===== src/rtl/spi_master_multi.sv =====
// SPI master with selectable CPOL/CPHA, several chip selects and programmable
// CSN setup/hold/idle spacing; all timing is counted in half-periods of SCLK.
module spi_master_multi #(
  parameter int DATA_W    = 32,
  parameter int CLK_DIV   = 10,
  parameter int N_CS      = 4,
  parameter int LSB_FIRST = 1,
  parameter int CS_SETUP  = 12,
  parameter int CS_HOLD   = 2,
  parameter int CS_IDLE   = 60,
  localparam int CSW      = (N_CS > 1) ? $clog2(N_CS) : 1
) (
  input  logic              clk,
  input  logic              rst_n,
  input  logic              start,
  input  logic [1:0]        mode,
  input  logic [CSW-1:0]    cs_sel,
  input  logic [DATA_W-1:0] tx_data,
  output logic [DATA_W-1:0] rx_data,
  output logic              busy,
  output logic              done,
  output logic              spi_sclk,
  output logic [N_CS-1:0]   spi_csn,
  output logic              spi_mosi,
  input  logic              spi_miso
);

  localparam int HP     = CLK_DIV / 2;
  localparam int TICK_W = (HP > 1) ? $clog2(HP) : 1;
  localparam int BIT_W  = $clog2(DATA_W);
  localparam int HCNT_W = 16;

  typedef enum logic [2:0] {IDLE, SETUP, SHIFT, HOLD, GAP} state_t;

  state_t              state_q, state_d;
  logic [TICK_W-1:0]   tick_q, tick_d;
  logic [HCNT_W-1:0]   hcnt_q, hcnt_d;
  logic [DATA_W-1:0]   tx_q, tx_d;
  logic [CSW-1:0]      cs_q, cs_d;
  logic [1:0]          mode_q, mode_d;
  logic [DATA_W-1:0]   rx_shift_q, rx_shift_d;
  logic [DATA_W-1:0]   rx_data_q, rx_data_d;
  logic                done_q, done_d;
  logic                sclk_q, sclk_d;
  logic                mosi_q, mosi_d;
  logic [N_CS-1:0]     csn_q, csn_d;

  logic                half_end;
  logic                edge_fire;
  logic [HCNT_W-1:0]   edge_idx;
  logic                edge_lead;
  logic [BIT_W-1:0]    edge_bit;

  // Wire position of bit b in the shift order.
  function automatic logic [BIT_W-1:0] bit_pos(input logic [BIT_W-1:0] b);
    if (LSB_FIRST != 0) return b;
    else return BIT_W'(DATA_W - 1) - b;
  endfunction

  function automatic logic [N_CS-1:0] csn_decode(input logic [CSW-1:0] sel);
    logic [N_CS-1:0] r;
    r = '1;
    for (int i = 0; i < N_CS; i++) begin
      if (sel == CSW'(i)) r[i] = 1'b0;
    end
    return r;
  endfunction

  assign half_end = (tick_q == TICK_W'(HP - 1));

  always_comb begin
    state_d    = state_q;
    tick_d     = tick_q;
    hcnt_d     = hcnt_q;
    tx_d       = tx_q;
    cs_d       = cs_q;
    mode_d     = mode_q;
    rx_shift_d = rx_shift_q;
    rx_data_d  = rx_data_q;
    done_d     = 1'b0;
    sclk_d     = sclk_q;
    mosi_d     = mosi_q;
    csn_d      = csn_q;
    edge_fire  = 1'b0;
    edge_idx   = '0;
    edge_lead  = 1'b0;
    edge_bit   = '0;

    if (state_q != IDLE) begin
      tick_d = half_end ? '0 : tick_q + 1'b1;
    end

    case (state_q)
      IDLE: begin
        tick_d = '0;
        hcnt_d = '0;
        if (start) begin
          state_d    = SETUP;
          tx_d       = tx_data;
          cs_d       = cs_sel;
          mode_d     = mode;
          rx_shift_d = '0;
          sclk_d     = mode[1];
          mosi_d     = tx_data[bit_pos('0)];
          csn_d      = csn_decode(cs_sel);
        end
      end
      SETUP: begin
        if (half_end) begin
          if (hcnt_q == HCNT_W'(CS_SETUP - 1)) begin
            state_d   = SHIFT;
            hcnt_d    = '0;
            sclk_d    = ~sclk_q;
            edge_fire = 1'b1;
            edge_idx  = '0;
          end else begin
            hcnt_d = hcnt_q + 1'b1;
          end
        end
      end
      SHIFT: begin
        if (half_end) begin
          if (hcnt_q == HCNT_W'(2 * DATA_W - 1)) begin
            state_d = HOLD;
            hcnt_d  = '0;
          end else begin
            hcnt_d    = hcnt_q + 1'b1;
            sclk_d    = ~sclk_q;
            edge_fire = 1'b1;
            edge_idx  = hcnt_q + 1'b1;
          end
        end
      end
      HOLD: begin
        if (half_end) begin
          if (hcnt_q == HCNT_W'(CS_HOLD - 1)) begin
            state_d   = GAP;
            hcnt_d    = '0;
            csn_d     = '1;
            mosi_d    = 1'b0;
            rx_data_d = rx_shift_q;
            done_d    = 1'b1;
          end else begin
            hcnt_d = hcnt_q + 1'b1;
          end
        end
      end
      GAP: begin
        // Leave one tick early so the IDLE cycle completes the CSN-high window.
        if (hcnt_q == HCNT_W'(CS_IDLE - 1) && tick_q == TICK_W'(HP - 2)) begin
          state_d = IDLE;
          hcnt_d  = '0;
          tick_d  = '0;
        end else if (half_end) begin
          hcnt_d = hcnt_q + 1'b1;
        end
      end
      default: begin
        state_d = IDLE;
      end
    endcase

    // Even edge index = leading SCLK edge; CPHA selects which kind samples.
    edge_lead = ~edge_idx[0];
    edge_bit  = BIT_W'(edge_idx >> 1);
    if (edge_fire) begin
      if (edge_lead ^ mode_q[0]) begin
        rx_shift_d[bit_pos(edge_bit)] = spi_miso;
      end else if (mode_q[0] == 1'b0) begin
        if (edge_bit != BIT_W'(DATA_W - 1)) begin
          mosi_d = tx_q[bit_pos(edge_bit + 1'b1)];
        end
      end else if (edge_idx != '0) begin
        mosi_d = tx_q[bit_pos(edge_bit)];
      end
    end
  end

  always_ff @(posedge clk or negedge rst_n) begin
    if (!rst_n) begin
      state_q    <= IDLE;
      tick_q     <= '0;
      hcnt_q     <= '0;
      tx_q       <= '0;
      cs_q       <= '0;
      mode_q     <= '0;
      rx_shift_q <= '0;
      rx_data_q  <= '0;
      done_q     <= 1'b0;
      sclk_q     <= 1'b0;
      mosi_q     <= 1'b0;
      csn_q      <= '1;
    end else begin
      state_q    <= state_d;
      tick_q     <= tick_d;
      hcnt_q     <= hcnt_d;
      tx_q       <= tx_d;
      cs_q       <= cs_d;
      mode_q     <= mode_d;
      rx_shift_q <= rx_shift_d;
      rx_data_q  <= rx_data_d;
      done_q     <= done_d;
      sclk_q     <= sclk_d;
      mosi_q     <= mosi_d;
      csn_q      <= csn_d;
    end
  end

  assign busy     = (state_q != IDLE);
  assign rx_data  = rx_data_q;
  assign done     = done_q;
  assign spi_sclk = sclk_q;
  assign spi_csn  = csn_q;
  assign spi_mosi = mosi_q;

endmodule


===== config.mk =====
export PLATFORM = sky130hd
export DESIGN_NAME = spi_master_multi
export DESIGN_NICKNAME = d
export VERILOG_FILES = /design/src/rtl/spi_master_multi.sv
export SDC_FILE = /design/constraint.sdc
export NUM_CORES = 1
export LEC_CHECK = 0
export BUFFER_PORTS_ARGS = -buffer_cell sky130_fd_sc_hd__buf_2
export CAP_MARGIN = 20
export CELL_PAD_IN_SITES_DETAIL_PLACEMENT = 1
export CELL_PAD_IN_SITES_GLOBAL_PLACEMENT = 1
export CORE_UTILIZATION = 47
export CTS_BUF_LIST = sky130_fd_sc_hd__clkbuf_2 sky130_fd_sc_hd__clkbuf_4 sky130_fd_sc_hd__clkbuf_8
export DETAILED_ROUTE_END_ITERATION = 10
export PLACE_DENSITY_LB_ADDON = 0.2
export RECOVER_POWER = 50
export SETUP_SLACK_MARGIN = 0.15
export SYNTH_ARGS = -nofsm -noshare
export SYNTH_HDL_FRONTEND = slang
export SYNTH_SLANG_ARGS = --single-unit

===== constraint.sdc =====
create_clock -name clk -period 3.96 [get_ports clk]
set_clock_uncertainty 0.15 [all_clocks]
set_input_delay 0.198 -clock clk [delete_from_list [all_inputs] [get_ports clk]]
set_output_delay 0.198 -clock clk [all_outputs]
set_load 0.05 [all_outputs]

==> results_tabular.tex <==
\begin{tabular}{lr}
\hline
Metric & Value \\
\hline
\multicolumn{2}{l}{\textbf{Status}} \\
\quad Run status & finished with violations \\
\quad Failing checks & max-capacitance violations, max-slew violations \\
\multicolumn{2}{l}{\textbf{Drt}} \\
\quad First-pass iteration count of the detailed router & 5 \\
\quad Number of design rule violations left after detail routing & 0 \\
\quad DR WL/cell & 19.08 um \\
\quad Via count of the routed design & 5714 \\
\quad Average vias per placed instance & around 5.8 \\
\quad First DRT Iteration DRCs & 317 \\
\quad Post-detailed-route count of antenna-violating nets & 0 \\
\quad Final Routed Wirelength & 18720 um \\
\multicolumn{2}{l}{\textbf{Global route}} \\
\quad Number of global-route vias before repair & 5978 \\
\quad Residual overflow from global routing & 0 \\
\quad Initial antenna violation count & 0 \\
\quad Largest net degree at the start of global routing & approximately 80 \\
\quad Global-route usage over all layers & 0.2738 \\
\quad First-pass GRT wire length & roughly 31000 um \\
\multicolumn{2}{l}{\textbf{Timing}} \\
\quad Actual transition at the worst max-transition pin & 1857 ps \\
\quad Final sum of negative setup slack & 0 ps \\
\quad \# setup viols final & 0 \\
\quad Maximum clock frequency & between 0.2 and 0.3 GHz \\
\quad Rel. slew slack & -0.2382 \\
\quad Number of hold-slack violations in the final timing report & 0 \\
\quad Setup repair after global routing missed its margin & false \\
\quad Tmin final & 3486 ps \\
\quad Max-slew violation total from the final report & 72 \\
\quad Final period util & 0.8804 \\
\multicolumn{2}{l}{\textbf{Job}} \\
\quad Max-cap viol count & 1 \\
\multicolumn{2}{l}{\textbf{Final layout}} \\
\quad Net count of the finished layout & 836 \\
\quad Number of fillers in the final layout & 1582 \\
\quad Area grow syn2layout & 19.21\% \\
\quad Final core utilization & 0.5751 \\
\quad Antenna cells & 0 \\
\quad Ratio of cells with drive above 1 in the final layout & 0.1960 \\
\multicolumn{2}{l}{\textbf{Synthesis}} \\
\quad Number of distinct standard cells referenced by the synthesized netlist & 68 \\
\quad Leading register cell type out of synthesis & dfrtp\_1 \\
\quad List of most frequent post-synthesis cells & 139 x nand2\_1, 122 x dfrtp\_1, 43 x nor2\_1 \\
\quad Syn\_nets & approximately 730 \\
\quad Synthesized area divided by synthesized cell count & 9.862 um2 \\
\quad Post-synth design cell area & 6696 um2 \\
\quad Sequential cell area fraction in the yosys report & 0.4716 \\
\quad Number of enable-type register cells in the synthesized netlist & 0 \\
\quad Synthesized netlist cell count & 679 \\
\quad \#FFs+latches synth & 126 \\
\quad Proportion of register bits with asynchronous set or reset after synthesis & 1.000 \\
\quad Post-synth top area cell & dfrtp\_1 \\
\quad Top cells by area in the synthesized netlist & dfrtp\_1 46\%, nand2\_1 7.8\%, mux2\_2 5.7\% \\
\quad Most frequent cell after synthesis & nand2\_1 \\
\quad Share of Yosys cell area claimed by the top area cell type & 0.4559 \\
\quad Number of warnings reported in the yosys synthesis log & 0 \\
\multicolumn{2}{l}{\textbf{Clocking}} \\
\quad CTS root buf & clkbuf\_8 \\
\quad Clock transition at path regs & 80 ps \\
\quad Inserted Clock Buffers & 17 \\
\quad Clock sink count & 126 \\
\quad Number of buffers between clock root and the deepest sink & 2 \\
\quad Clock insertion delay at the later pin of the skew report & 460 ps \\
\quad TritonCTS clock tree & yes \\
\quad Htree depth & 4 \\
\quad Setup Fix Bufs, Post-CTS & 0 \\
\multicolumn{2}{l}{\textbf{Worst setup path}} \\
\quad Slowest CP cell & ha\_1 \\
\quad Critical path start-end classification & flop to flop \\
\quad Bufs and invs on worst path & 0 \\
\quad Largest fanout on the critical path & 12 \\
\quad CP peak stage delay & 520 ps \\
\quad Top delay family on crit path & adder cells \\
\quad Element type at the critical path start & flop \\
\quad Setup crit end kind & flop \\
\quad Crit path DAT & between 3000 and 4000 ps \\
\quad Worst path cell trace & ha\_2 -> and3\_1 -> nand3\_4 -> o21ai\_4 -> nor2\_4 -> ha\_1 -> mux4\_1 -> a22oi\_2 -> nand3\_1 -> a41o\_1 \\
\quad Required time at the endpoint of the critical path & 4160 ps \\
\multicolumn{2}{l}{\textbf{Placed design}} \\
\quad Half-perimeter wire length after placement & 12660 um \\
\quad Final estimated routing congestion in global placement & 0.8733 \\
\quad Port bufs & 79 \\
\multicolumn{2}{l}{\textbf{Power and ir drop}} \\
\quad Leakage power summed over all cells & 3.603 nW \\
\quad Pwr per Cell Area & between 300 and 400 nW/um2 \\
\quad IR drop worst, VDD & 230.2 uV \\
\multicolumn{2}{l}{\textbf{Floorplanning}} \\
\quad Core Footprint & 13880 um2 \\
\quad Height of the die & 121.4 um \\
\quad Effective utilization at floorplan & 0.4824 \\
\quad I/O Pins & 80 \\
\quad Row count & between 40 and 50 \\
\quad Die boundary width & between 100 and 150 um \\
\quad Area of the die & 14730 um2 \\
\multicolumn{2}{l}{\textbf{Worst hold path}} \\
\quad Type of the worst min-delay path & input pin to flop \\
\hline
\end{tabular}
[worst paths after layout]
check / startpoint / endpoint / slack [ps] / cells after the start
max in group asynchronous: rst_n / spi_csn[3] / 710 / 5
hold / removal: tx_data[13] / tx_q[13] / 320 / 4
setup reg to reg: hcnt_q[1] / spi_mosi / 470 / 10
min in group asynchronous: rst_n / hcnt_q[12] / 610 / 3
setup / recovery: hcnt_q[1] / spi_mosi / 470 / 10
hold reg to reg: tick_q[0] / tick_q[0] / 330 / 1
[worst reg2reg max path: stages, from the launching register on]
cell	delay, ps
dfrtp_1	480
ha_2	400
and3_1	280
nand3_4	150
o21ai_4	350
nor2_4	150
ha_1	530
mux4_1	370
a22oi_2	190
nand3_1	90
a41o_1	250
[where the power goes]
group / internal [W] / switching, W
Clock: 0.000522 / 0.000571
Combinational: 0.0000535 / 0.0000592
Sequential: 0.00130 / 0.00000972
[through the flow]
| step | hold WS [ps] | instance area, um2 | cells | power (W) | setup slack [ps] |
|---|---|---|---|---|---|
| after floorplan | -247.6 | 6696 | 679 | 0.001363 | 1070 |
| after global placement | 236.4 | 7209 | 906 | 0.001416 | 580.5 |
| after detailed placement | 245.7 | 7209 | 906 | 0.001421 | 353.6 |
| after CTS | 292.8 | 7983 | 977 | 0.002541 | 345.8 |
| after global routing | 314.6 | 7983 | 981 | 0.002600 | 256.8 |
| final | 317.7 | 7983 | 981 | 0.002518 | 473.7 |
[layer usage]
layer	up-vias	global-route usage	share of wire
li1	2639	-	-
met3	37	0.04699	0.032
met4	0	0.1227	0.022
met1	2903	0.3434	0.43
met2	135	0.4609	0.51
met5	-	0	0
[layout make-up]
class,instances,area [um2],area share
flip-flops and latches,126,3158,0.3956
well taps,180,225.2,0.02821
multi-input cells,488,3254,0.4077
inverters,19,71.32,0.008934
clock buffers,18,247.7,0.03103
repair buffers,136,890.9,0.1116
clock inverters,14,135.1,0.01693
[sequential cells by signal, indices dropped and copies added (netlist names)]
signal	flops
spi_csn	4
tx_q	32
hcnt_q	16
tick_q	3
done	1
spi_sclk	1
mode_q	1
rx_shift_q	32
state_q	3
rx_data	32
spi_mosi	1
[layout by cell type, fill, tap and decap left out, drive strengths merged, types with 2 or more instances in the layout]
cell,n
nor3,12
dfstp,4
clkinv,2
xnor2,9
o21ai,43
dfrtp,122
mux4,11
nand2,139
a211oi,2
nand3,24
o31ai,32
o41ai,3
nor4,7
and2,5
a31oi,8
xor2,5
nand4,4
dlygate4sd3,40
clkinvlp,6
and3,9
mux2,34
o21a,2
nor2,44
ha,8
buf,54
clkbuf,60
a22oi,4
mux2i,16
o211ai,25
a21oi,14
or3,4
inv,24
or2,4
[cells by family (layout without fill, tap and decap cells)]
kind of cell | Yosys count | count (layout) | share of synthesized area
AND/OR/NAND/NOR | 260 | 260 | 0.1840
flip-flops | 126 | 126 | 0.4716
multiplexers | 61 | 61 | 0.1203
buffers and inverters | 65 | 187 | 0.04316
AO/OA/AOI/OAI | 145 | 145 | 0.1465
XOR/XNOR | 14 | 14 | 0.01943
adder cells (fa/ha/maj) | 8 | 8 | 0.01495
[what timing repair did]
item	CTS	global route
hold buffers	39	1
hold endpoints to repair	117	9
setup endpoints to repair	0	1
resized for setup	0	1
No activity file was read; power rests on OpenSTA's default activity.
